[src/rtl/serial_greater.sv]
// serial_greater: bit-serial two's-complement comparator, MSB (sign) first.
// Optional build macro SERIAL_GREATER_EARLY_DONE_EN: finish on the beat
// that decides GT/LT instead of always consuming WIDTH beats.
module serial_greater #(
    parameter int WIDTH = 6
) (
    input  logic             clk,
    input  logic             reset,
    input  logic             start,
    input  logic             bit_valid,
    input  logic             a_bit,
    input  logic             b_bit,
    output logic             busy,
    output logic             done,
    output logic [WIDTH-1:0] greater_result,
    output logic             less,
    output logic             equal
);

    localparam int CW = $clog2(WIDTH + 1);

    typedef enum logic [1:0] {IDLE, SIGN, BODY, DONE} state_t;

    state_t        state, state_nx;
    logic [CW-1:0] cnt;
    logic          dec, gt;        // decision so far (dec=1 once bits differed)
    logic          dec_nx, gt_nx;
    logic          beat, diff, fin, arm;
    logic          gt_q, lt_q, eq_q, done_q;

    // beat qualification, decision update and next-state selection
    always_comb begin
        beat     = ((state == SIGN) || (state == BODY)) && bit_valid;
        diff     = a_bit ^ b_bit;
        arm      = start && ((state == IDLE) || (state == DONE));
        dec_nx   = dec;
        gt_nx    = gt;
        if (beat && !dec && diff) begin
            dec_nx = 1'b1;
            // sign beat: A negative loses; body beat: the one-bit wins
            gt_nx  = (state == SIGN) ? b_bit : a_bit;
        end
`ifdef SERIAL_GREATER_EARLY_DONE_EN
        fin = beat && ((cnt == CW'(WIDTH - 1)) || (!dec && diff));
`else
        fin = beat && (cnt == CW'(WIDTH - 1));
`endif
        state_nx = state;
        case (state)
            IDLE: if (start) state_nx = SIGN;
            SIGN: if (beat)  state_nx = fin ? DONE : BODY;
            BODY: if (fin)   state_nx = DONE;
            DONE: if (start) state_nx = SIGN;
            default:         state_nx = IDLE;
        endcase
    end

    // state register
    always_ff @(posedge clk) begin
        if (reset) state <= IDLE;
        else       state <= state_nx;
    end

    // bit counter, running decision and registered results
    always_ff @(posedge clk) begin
        if (reset) begin
            cnt    <= '0;
            dec    <= 1'b0;
            gt     <= 1'b0;
            done_q <= 1'b0;
            gt_q   <= 1'b0;
            lt_q   <= 1'b0;
            eq_q   <= 1'b0;
        end else begin
            done_q <= 1'b0;
            if (arm) begin
                cnt <= '0;
                dec <= 1'b0;
                gt  <= 1'b0;
            end else if (beat) begin
                cnt <= cnt + CW'(1);
                dec <= dec_nx;
                gt  <= gt_nx;
            end
            // results replace the held ones only when a compare completes
            if (fin) begin
                done_q <= 1'b1;
                gt_q   <= dec_nx & gt_nx;
                lt_q   <= dec_nx & ~gt_nx;
                eq_q   <= ~dec_nx;
            end
        end
    end

    assign busy           = (state == SIGN) || (state == BODY);
    assign done           = done_q;
    assign greater_result = {{(WIDTH - 1){1'b0}}, gt_q};
    assign less           = lt_q;
    assign equal          = eq_q;

endmodule

[config.mk]
export PLATFORM = sky130hd
export DESIGN_NAME = serial_greater
export DESIGN_NICKNAME = d
export VERILOG_FILES = /design/src/rtl/serial_greater.sv
export SDC_FILE = /design/constraint.sdc
export NUM_CORES = 1
export LEC_CHECK = 0
export ABC_AREA = 1
export ABC_CLOCK_PERIOD_IN_PS = 1800
export BUFFER_PORTS_ARGS = -buffer_cell sky130_fd_sc_hd__buf_2
export CAP_MARGIN = 20
export CORE_MARGIN = 3
export CORE_UTILIZATION = 26
export CTS_BUF_LIST = sky130_fd_sc_hd__clkbuf_8
export DETAILED_ROUTE_END_ITERATION = 7
export GPL_TIMING_DRIVEN = 0
export PLACE_DENSITY = 0.42
export SLEW_MARGIN = 20
export SYNTH_ARGS = -nofsm -noshare
export SYNTH_HDL_FRONTEND = slang
export SYNTH_SLANG_ARGS = --single-unit
[constraint.sdc]
create_clock -name clk -period 1.8 [get_ports clk]
set_input_delay 0.36 -clock clk [delete_from_list [all_inputs] [get_ports clk]]
set_output_delay 0.36 -clock clk [all_outputs]
set_load 0.02 [all_outputs]
==> metrics.md <==
| Metric | Value |
|---|---|
| Nets | approximately 120 |
| First-pass GRT wire length | about 2.2 mm |
| Vias | about 560 |
| Unrepaired setup endpoints after global routing | false |
| Worst Setup End Kind | primary output |
| Mapped Cells | 93 |
| Endpoints failing hold | 0 |
| Fin Setup TNS | 0 ns |
| Vias per cell | ~4.0 |
| Starting Density | 0.286 |
| Pin count of the biggest net entering global routing | 8 |
| Layout area overhead | 21.9% |
| Setup violations, final | 0 |
| CTS Sinks | 11 |
| Pint | between 0.5 and 0.6 mW |
| Clock root buffer | clkbuf_8 |
| Static leakage | 0.415 nW |
| Met3 WL | roughly 66 um |
| Chip Height | 56.5 um |
| Area share of the largest cell type after synthesis | 0.332 |
| Share of layout cells above drive strength 1 | 0.252 |
| Clk Latency, worst-skew pair | 0.24 ns |
| Final GP Congestion | about 0.7 |
| Finished Layout Cells | roughly 140 |
| Drt total wl | ~1.2 mm |
| Worst IR Drop VDD | between 0.6 and 0.7 mV |
| Sequential element share of the synthesized area | 0.332 |
| DRC viols | 0 |
| Pwr/cell area | roughly 1200 nW/um2 |
| CTS tree | done |
| F_max | ~0.63 GHz |
| # diodes | 0 |
| Antenna violations before repair | 0 |
| Number of synthesized flops with an enable pin | 0 |
| CTS resizes | 0 |
| Util after Layout | 0.349 |
| Hold Slack | ~0.35 ns |
| Worst Path Arrival | about 1.2 ns |
| GR Overflow Total | 0 |
| Clock share of power | 0.244 |
| Final Cycle Share | 0.886 |
| Vias in the first global route | 496 |
| Max Buffers Root-to-Sink | 2 |
| Switching Share | 0.408 |
| Placed cells | 135 |
| Number of synthesized register bits | 11 |
| Total global routing track utilization | 0.0865 |
| Filler instances | 264 |
| Die X | approximately 57 um |
| # IOs | 16 |
| CTS clk-pin slew, worst paths | roughly 0.05 ns |
| Die footprint | 3190 um2 |
| ANT nets after route | 0 |
| Multi-input logic area | roughly 350 um2 |
| Type of origin of the critical path | flip-flop |
| Hpwl dp | between 1 and 1.5 mm |
| Top routing layer in use | met4 |
| Placeable Area | approximately 2300 um2 |
| # hold bufs at CTS | 0 |
| Final Power | roughly 1 mW |
| Status | complete, no violations |
| Hold/Removal Path Class | in -> reg |
| Reg power frac | 0.315 |
| Post-synthesis area per instance | a little over 7 um2 |
| # rows | 17 |
| Slew Viols, Final | 0 |
| Post-Syn Area | about 660 um2 |
| Ys flop type | dfxtp_1 |
| Wl on met1 | slightly above 600 um |
| Top-count cell post-synth | nand2_1 |
| WL/cell | around 9 um |
| Met2 routed WL | around 530 um |
| Post-CTS Setup Inserts | 0 |
| Clock Skew | about 0.0055 ns |
| Detailed Routing Iterations Pass 1 | 2 |
| Max FO, Critical Path | 4 |
| Initial drt markers | 12 |
| Combinational share of power | 0.441 |
| Total of warnings raised by yosys | 0 |
| NetSw | ~0.40 mW |
| Synth area leader | dfxtp_1 |
| Library cells used by synthesis | 18 |
| Critical path class | reg -> out |
| Required @ worst endpoint | approximately 1.4 ns |
| Sequential cell area | between 200 and 250 um2 |
| Ys async rst share | 0 |
| H-tree depth | 1 |
| Max Cap Viol | 0 |
| Final worst path period need | 1.59 ns |
| Synth top area cells | dfxtp_1 33%, nand2_1 13%, inv_1 7.9%, ha_1 7.5%, buf_4 6.8% |
| Synth cell count leaders | 23 x nand2_1, 14 x inv_1, 11 x dfxtp_1 |
| IO buf count | 10 |
| Cts bufs inserted | 3 |
## sequential cells by signal, summed over array words and instances (netlist names)
signal / flops
cnt: 3
state: 2
equal: 1
gt: 1
dec: 1
done: 1
less: 1
gt_q: 1
## layout by cell type (no fill, tap or decap), drive strengths merged
cell type / count
a211oi: 1
a21oi: 4
buf: 16
clkbuf: 3
conb: 5
dfxtp: 11
ha: 4
inv: 17
nand2: 25
nand3: 8
nor2: 12
o21ai: 4
xor2: 1
## critical path, stage by stage (launching register included)
cell	delay, ns
dfxtp_1	0.32
inv_1	0.06
ha_1	0.35
inv_2	0.11
buf_2	0.17
## kinds of logic (layout without fill, tap and decap cells)
kind of cell    Yosys count  in the layout  share of synthesized area
compound gates            9              9                     0.0887
xor+xnor                  1              1                     0.0132
fa+ha+maj                 4              4                     0.0755
buf+inv                  22             36                      0.158
flops                    11             11                      0.332
other cells               1              5                    0.00565
simple gates             45             45                      0.326
## power groups by stage
stage               logic [mW]  registers [mW]  clock network [mW]
detailed placement       0.440           0.316                   0
floorplan                0.352           0.312                   0
global route             0.507           0.319               0.259
CTS                      0.442           0.312               0.248
finish                   0.435           0.311               0.240
global placement         0.438           0.316                   0
## metal layers
metal,vias up,GRT usage
li1,309,-
met1,238,0.110
met2,9,0.124
met3,2,0.0230
met4,0,0.0610
met5,-,0
## final cells by class
class | instances | share of cell area
Buffer | 6 | 0.0557
Clock buffer | 3 | 0.0511
Clock inverter | 1 | 0.00464
Inverter | 16 | 0.0743
Multi-Input combinational cell | 64 | 0.437
Sequential cell | 11 | 0.272
Tap cell | 28 | 0.0433
Timing Repair Buffer | 10 | 0.0619
## stage by stage
| step | instance area, um2 | setup slack [ns] |
|---|---|---|
| detailed placement | 763 | 0.272 |
| floorplan | 678 | 0.368 |
| finish | 808 | 0.206 |
| global placement | 763 | 0.246 |
| global route | 808 | 0.0855 |
| CTS | 808 | 0.193 |
## final timing paths
check,from,to,slack (ns),cells after the start
worst max-delay path,state[0],busy,0.21,4
worst min-delay path,reset,gt_q,0.35,2
worst max register to register,state[0],less,0.29,7
worst min register to register,less,less,0.47,2
(Power assumes the default switching activity.)
